**src/rtl/rat_alu_mc.sv**
```systemverilog
// rat_alu_mc: registered RAT ALU with START/BUSY/DONE handshake, registered
// C/Z flags, and an iterative shift-add multiply on opcode 4'hF.
// Ports:
//   CLK, RST          clock, synchronous active-high reset
//   START, SEL, A, B  operation request, opcode and operands (sampled while idle)
//   CIN               carry in, sampled with START
//   BUSY              high while a multiply is iterating
//   DONE              one-cycle pulse when RESULT/C/Z are updated
//   RESULT, C, Z      registered result and flags
module rat_alu_mc #(
    parameter int WIDTH = 8
) (
    input  logic             CLK,
    input  logic             RST,
    input  logic             START,
    input  logic [3:0]       SEL,
    input  logic [WIDTH-1:0] A,
    input  logic [WIDTH-1:0] B,
    input  logic             CIN,
    output logic             BUSY,
    output logic             DONE,
    output logic [WIDTH-1:0] RESULT,
    output logic             C,
    output logic             Z
);

    localparam int CW = $clog2(WIDTH);

    typedef enum logic {
        S_IDLE,
        S_MUL
    } state_t;

    state_t             state_q, state_d;
    logic [WIDTH-1:0]   result_q, result_d;
    logic               c_q, c_d;
    logic               z_q, z_d;
    logic               done_q, done_d;
    logic [WIDTH-1:0]   mcand_q, mcand_d;
    logic [2*WIDTH-1:0] acc_q, acc_d;
    logic [CW-1:0]      cnt_q, cnt_d;

    logic [WIDTH:0]     alu_w;
    logic               alu_wr;
    logic               alu_keep_c;
    logic [WIDTH:0]     mstep;
    logic [2*WIDTH-1:0] acc_nx;

    // Single-cycle operations, evaluated on WIDTH+1 bits; bit WIDTH is C.
    always_comb begin
        alu_w      = '0;
        alu_wr     = 1'b1;
        alu_keep_c = 1'b0;
        case (SEL)
            4'h0: alu_w = {1'b0, A} + {1'b0, B};
            4'h1: alu_w = {1'b0, A} + {1'b0, B} + {{WIDTH{1'b0}}, CIN};
            4'h2: alu_w = {1'b0, A} - {1'b0, B};
            4'h3: alu_w = {1'b0, A} - {1'b0, B} - {{WIDTH{1'b0}}, CIN};
            4'h4: begin
                alu_w  = {1'b0, A} - {1'b0, B};
                alu_wr = 1'b0;
            end
            4'h5: alu_w = {1'b0, A & B};
            4'h6: alu_w = {1'b0, A | B};
            4'h7: alu_w = {1'b0, A ^ B};
            4'h8: begin
                alu_w  = {1'b0, A & B};
                alu_wr = 1'b0;
            end
            4'h9: alu_w = {A[WIDTH-1], A[WIDTH-2:0], CIN};
            4'hA: alu_w = {A[0], CIN, A[WIDTH-1:1]};
            4'hB: alu_w = {A[WIDTH-1], A[WIDTH-2:0], A[WIDTH-1]};
            4'hC: alu_w = {A[0], A[0], A[WIDTH-1:1]};
            4'hD: alu_w = {A[0], A[WIDTH-1], A[WIDTH-1:1]};
            4'hE: begin
                alu_w      = {1'b0, B};
                alu_keep_c = 1'b1;
            end
            default: alu_w = '0;
        endcase
    end

    // One shift-add step: upper half accumulates the multiplicand when the
    // current multiplier bit (acc[0]) is set, then the whole pair shifts right.
    always_comb begin
        mstep  = {1'b0, acc_q[2*WIDTH-1:WIDTH]}
               + (acc_q[0] ? {1'b0, mcand_q} : '0);
        acc_nx = {mstep, acc_q[WIDTH-1:1]};
    end

    always_comb begin
        state_d  = state_q;
        result_d = result_q;
        c_d      = c_q;
        z_d      = z_q;
        done_d   = 1'b0;
        mcand_d  = mcand_q;
        acc_d    = acc_q;
        cnt_d    = cnt_q;
        case (state_q)
            S_IDLE: begin
                if (START) begin
                    if (SEL == 4'hF) begin
                        state_d = S_MUL;
                        mcand_d = A;
                        acc_d   = {{WIDTH{1'b0}}, B};
                        cnt_d   = '0;
                    end else begin
                        done_d = 1'b1;
                        if (alu_wr) result_d = alu_w[WIDTH-1:0];
                        if (!alu_keep_c) c_d = alu_w[WIDTH];
                        z_d = (alu_w[WIDTH-1:0] == '0);
                    end
                end
            end
            S_MUL: begin
                acc_d = acc_nx;
                cnt_d = cnt_q + CW'(1);
                if (cnt_q == CW'(WIDTH - 1)) begin
                    state_d  = S_IDLE;
                    done_d   = 1'b1;
                    result_d = acc_nx[WIDTH-1:0];
                    c_d      = |acc_nx[2*WIDTH-1:WIDTH];
                    z_d      = (acc_nx[WIDTH-1:0] == '0);
                end
            end
            default: state_d = S_IDLE;
        endcase
    end

    always_ff @(posedge CLK) begin
        if (RST) begin
            state_q  <= S_IDLE;
            result_q <= '0;
            c_q      <= 1'b0;
            z_q      <= 1'b0;
            done_q   <= 1'b0;
            mcand_q  <= '0;
            acc_q    <= '0;
            cnt_q    <= '0;
        end else begin
            state_q  <= state_d;
            result_q <= result_d;
            c_q      <= c_d;
            z_q      <= z_d;
            done_q   <= done_d;
            mcand_q  <= mcand_d;
            acc_q    <= acc_d;
            cnt_q    <= cnt_d;
        end
    end

    assign BUSY   = (state_q == S_MUL);
    assign DONE   = done_q;
    assign RESULT = result_q;
    assign C      = c_q;
    assign Z      = z_q;

endmodule

```
**config.mk**
```make
export PLATFORM = sky130hd
export DESIGN_NAME = rat_alu_mc
export DESIGN_NICKNAME = d
export VERILOG_FILES = /design/src/rtl/rat_alu_mc.sv
export SDC_FILE = /design/constraint.sdc
export NUM_CORES = 1
export LEC_CHECK = 0
export BUFFER_PORTS_ARGS = -buffer_cell sky130_fd_sc_hd__buf_4
export CAP_MARGIN = 20
export CORE_UTILIZATION = 35
export CTS_CLUSTER_SIZE = 10
export DETAILED_ROUTE_END_ITERATION = 12
export PLACE_DENSITY = 0.64
export SLEW_MARGIN = 20
export SYNTH_ARGS = -nofsm -noshare
export SYNTH_HDL_FRONTEND = slang
export SYNTH_SLANG_ARGS = --single-unit
```
**constraint.sdc**
```tcl
create_clock -name CLK -period 3.3 [get_ports CLK]
set_input_delay 0.495 -clock CLK [delete_from_list [all_inputs] [get_ports CLK]]
set_output_delay 0.495 -clock CLK [all_outputs]
set_load 0.1 [all_outputs]
```
======== Word-level counts from Yosys, hierarchy flattened ========
Index checks and enable logic that the tools add are counted.
operators by class
  bitwise gates (word level) .............. 4
  reduce and logical (&&, ||, !) cells .... 12
  add/subtract/negate cells ............... 6
  equal/unequal tests ..................... 22
  mux-type cells .......................... 31
operator list
  operator                                              count
  one-hot mux 9 bit (13 select lines)                   1
  2-to-1 mux 8 bit                                      5
  equality test 4 bit (second input constant)           8
  2-to-1 mux 16 bit                                     2
  one-hot mux 16 bit (2 select lines)                   1
  adder 8 x 8 -> 9 bit                                  2
  equality test 4 x 3 -> 1 bit (second input constant)  4
  logical NOT 8 bit                                     2
  one-hot mux 8 bit (2 select lines)                    1
  2-to-1 mux 1 bit                                      14
  inequality test 2 bit (second input constant)         5
  adder 9 x 1 -> 9 bit                                  1
  subtractor 8 x 8 -> 9 bit                             1
  subtractor 9 x 1 -> 9 bit                             1
  AND 8 bit                                             1
  equality test 4 x 2 -> 1 bit (second input constant)  2
  OR 8 bit                                              1
  one-hot mux 1 bit (2 select lines)                    4
  AND reduction 4 bit                                   2
  OR reduction 8 bit                                    1
  XOR 8 bit                                             1
  2-to-1 mux 3 bit                                      2
  one-hot mux 3 bit (2 select lines)                    1
  AND reduction 3 bit                                   2
  8 further kinds                                       10
word-level totals
  input bits .............................. 24
  logic and storage cells ................. 83
  bits in registers ....................... 39

======== Longest topological paths before layout ========
  depth in word-level cells ............... 7
  gate-level depth with buffers ........... 13
  depth with buffers taken out ............ 13

======== Worst setup path after synthesis ========
No wires, ideal clock.
  kind .................................... input -> register
  start point ............................. in A[0]
  end point ............................... reg z_q, in the netlist Z
  stages on the path ...................... 10
  path buffers ............................ 0
  arrival time ............................ 2972 ps
  library setup time ...................... 70 ps
  setup slack ............................. 257 ps
  cell sequence ........................... inv_1 > ha_1 > fa_1 > ha_1 > or4b_1 > and3_1 > o21ai_2 > o211ai_1 > or4_1 > o2bb2ai_1
between the ends
  longest elaborated chain between the ends .. 7
  elaborated cells between the ends (all ways) .. 12
  those cells by class .................... add/sub: 4; mux: 4; bitwise: 3; reduce/logical: 1
RTL lines
  what                                                               line    RTL
  from (decl)                                                        17      input logic [WIDTH-1:0] A,
  subtractor 8 x 8 -> 9 bit or adder 8 x 8 -> 9 bit (tied branches)  --
  subtractor 9 x 1 -> 9 bit or adder 9 x 1 -> 9 bit (tied branches)  58, 56
  one-hot mux 9 bit (13 select lines) (*)                            54      case (SEL)
  logical NOT 8 bit (*)                                              112     z_d = (alu_w[WIDTH-1:0] == '0);
  2-to-1 mux 1 bit (*)                                               103     if (SEL == 4'hF) begin
  2-to-1 mux 1 bit (*)                                               102     if (START) begin
  one-hot mux 1 bit (2 select lines) (*)                             100     case (state_q)
  to (signal assigned)                                               145     z_q <= z_d;
  to (decl)                                                          37      logic z_q, z_d;
Every way passes the cells marked *; elsewhere a longest branch is shown, timed or not. The select of a mux whose other input is x is not followed.
A chain may end at the register's enable or synchronous reset.

======== Worst setup path after layout ========
  start point ............................. in A[0]
  end point ............................... reg result_q[6], in the netlist RESULT[6]
between the ends
  longest elaborated chain between the ends .. 7
  elaborated cells between the ends (all ways) .. 9
  those cells by class .................... add/sub: 4; mux: 5
RTL lines
  what                                                               line    RTL
  subtractor 8 x 8 -> 9 bit or adder 8 x 8 -> 9 bit (tied branches)  --
  subtractor 9 x 1 -> 9 bit or adder 9 x 1 -> 9 bit (tied branches)  58, 56
  one-hot mux 9 bit (13 select lines) (*)                            54
  2-to-1 mux 8 bit (*)                                               110     if (alu_wr) result_d = alu_w[WIDTH-1:0];
  2-to-1 mux 8 bit (*)                                               103
  2-to-1 mux 8 bit (*)                                               102
  one-hot mux 8 bit (2 select lines) (*)                             100
  to (signal assigned)                                               143     result_q <= result_d;
  to (decl)                                                          35      logic [WIDTH-1:0] result_q, result_d;
Marked as above.

==> flow_summary.ini <==
[run_status]
status = completed

[final_layout]
fin_nets = 639
diodes = 0
final_util_pct = 42.47
final_cells = 715
layout_commonest_cell = buf_4
drive_gt1_share_pct = 16.35
most-common-layout-cells = buf_4, a21oi_1, nand2_1
fin_area_mm2 = 0.004684
area_delta_synth_final_pct = 16.06

[place]
hpwl_um = 10060
gp_congestion = 1.013
place_inst = 707
pre_cts_slack_ps = -69.39
dpl_cell_area_mm2 = 0.004542
portBuffers = 35

[setup_path]
reg2reg_depth = 10
reg2reg_setup_slack_ps = 380
r2r_start = acc_q[0]
crit_start = A[0]
end_kind = flop
cp.arrival_ps = 3280
crit_path_end = RESULT[6]
setup.worst_path.class = in -> reg
reg2reg_to = C
cp_max_fo = 4
required_ps = 3510
startpoint_type = primary input

[clock_network]
cts-resized-gates = 0
numClockSinks = 39
hold_buffers = 0
cts_made_buffers = 5
clock-root-buffer = clkbuf_16
htreeDepth = 2
cts_buffer_depth = 2
post_cts_buffers = 0
clkSlewWorstSetupHoldPaths_ps = 60
cts_tree = done
clock_latency_ps = 280

[die]
core_region_area_mm2 = 0.01103
chipWidth_um = 109.4
io_pins = 36
rows = 38
initial_core_util_pct = 36.59
die-area_mm2 = 0.01197
die_height_um = 109.4

[synthesis]
synth_area_per_cell_um2 = 7.587
syn-cell-area_mm2 = 0.004036
synth_cell_types = 72
yosys.area.top_type = dfxtp_1
synth_top_area_share_pct = 19.34
yosysWarnings = 0
synth_cells = 532
synth_flop_cell = dfxtp_1
seq_area_frac_synth_pct = 19.34
synthArstFlopShare_pct = 0
synth_top_cells_by_area = dfxtp_1, ha_1, a21oi_1, nand2_1, nor2_1
synth_edf_count = 0
synth_nets = 597
synth_seq_cells = 39

[power]
p_clk_share_pct = 28.1
p_comb_share_pct = 41.3
power_mw = 1.629
powerDensity_mw_per_mm2 = 347.7
p_int_mw = 1.012
p_sw_uw = 617.4
p_seq_share_pct = 30.6
ir_worst_vdd_mv = 0.2164
power_leakage_nw = 2.048
switching_share_pct = 37.90

[job]
drv_cap = 0

[timing]
worst_pin_slew_ps = 908.4
period_share_pct = 93.24
fin_worst_skew_ps = 2.722
clock.fmax_mhz = 325.0
hold_violations = 0
rsz0062_at_grt = false
setup_viol = 0
relSlewSlack_pct = 38.97
layout_setup_ws_ps = 223.2
period_minus_slack_ps = 3077
finalMaxSlewViolations = 0

[detailed_routing]
wl_per_cell_um = 18.07
drtAntennaViolNets = 0
via_per_inst = 5.853
drt_iter0_markers = 351
post-route-drc-count = 0
routed_wl_um = 12920
vias = 4185
dr.pass1.iters = 5

[global_route]
grt_pass1_vias = 3914
overflow = 0
grt_max_degree = 40
grt_use_total_pct = 21.96
antenna_found_initial = 0
grt_pass1_wl_um = 20330

[hold_path]
hp-class = reg -> reg
==> worst min-delay path by stage <==
stage / startpoint / to / slack (ps) / depth (start not counted)
final: acc_q[15] / acc_q[15] / 470 / 2
after floorplan: acc_q[14] / acc_q[14] / 440 / 2
after global placement: acc_q[15] / acc_q[15] / 450 / 2
after global routing: acc_q[15] / acc_q[15] / 480 / 2
after detailed placement: acc_q[15] / acc_q[15] / 460 / 2
after CTS: acc_q[15] / acc_q[15] / 470 / 2
==> kinds of logic after synthesis <==
group / synth area share (%)
mux: 0.9920
fa+ha+maj: 13.27
compound gates: 29.02
xor+xnor: 6.045
buf+inv: 6.975
simple gates: 24.36
flops: 19.34
==> Yosys cell counts, types with 3 or more instances <==
cell type   n
nor2b_1     6
mux2i_1     4
or3b_2      3
a221o_1     3
nand2_1    50
a221oi_1    9
and3_1     15
a31oi_1     3
buf_4       5
nand2b_1    3
nor3_1     15
a22oi_1    12
a22o_1      4
clkbuf_1   16
nand4_1     7
inv_2       3
buf_2       6
a311oi_1    4
a211o_1     3
ha_1       38
a21oi_1    52
a211oi_1    4
inv_1      28
xor2_1     11
a221oi_2    3
or4_1       3
nand3_1    12
o21a_1      3
o21ai_0    23
nor2_1     48
nor4_1      6
dfxtp_1    39
and2_1     10
a21o_1      7
fa_1        3
o31ai_1     3
nand3b_1    4
xnor2_1    15
buf_6       3
o211ai_1    5
==> final cells by class <==
class / instances / area [um^2]
Clock inverter: 1 / 5.005
Fill cell: 1171 / 6346
Clock buffer: 7 / 132.6
Sequential cell: 39 / 780.7
Multi-Input combinational cell: 431 / 2979
Timing Repair Buffer: 66 / 495.5
Inverter: 31 / 116.4
Tap cell: 140 / 175.2
==> sequential cells by signal, summed over array words and instances, names as in the netlist <==
name     cells
DONE         1
Z            1
RESULT       8
BUSY         1
cnt_q        3
C            1
acc_q       16
mcand_q      8
==> per-layer routing <==
layer	global-route usage (%)	share of wire, %	up-vias
li1	-	-	2030
met1	29.08	45	1982
met2	37.15	47	153
met3	2.786	5.7	20
met4	6.381	2.2	0
met5	0	0	-
==> power by group through the flow <==
stage	clock network, mW	logic (mW)	registers (mW)
finish	0.459	0.672	0.498
global route	0.488	0.718	0.500
CTS	0.468	0.663	0.498
detailed placement	0	0.661	0.508
global placement	0	0.661	0.508
floorplan	0	0.363	0.598
==> critical path, cell delays in order <==
cell and delay [ps]:
buf_4 100, inv_1 50, ha_1 220, fa_1 490, or2_1 300, a2111oi_2 300, a211oi_1 90, buf_4 160
a2111o_1 400, a21oi_1 140, a211oi_1 80, a211o_1 310, a21oi_1 130
==> stage by stage <==
step / setup TNS [ps] / hold WS, ps
2_1_floorplan: 0 / 440.6
3_3_place_gp: -3.324 / 453.8
3_5_place_dp: -196.7 / 457.2
4_1_cts: 0 / 465.4
5_1_grt: 0 / 483.5
6_report: 0 / 465.5
Power figures use the tool's default switching activity.
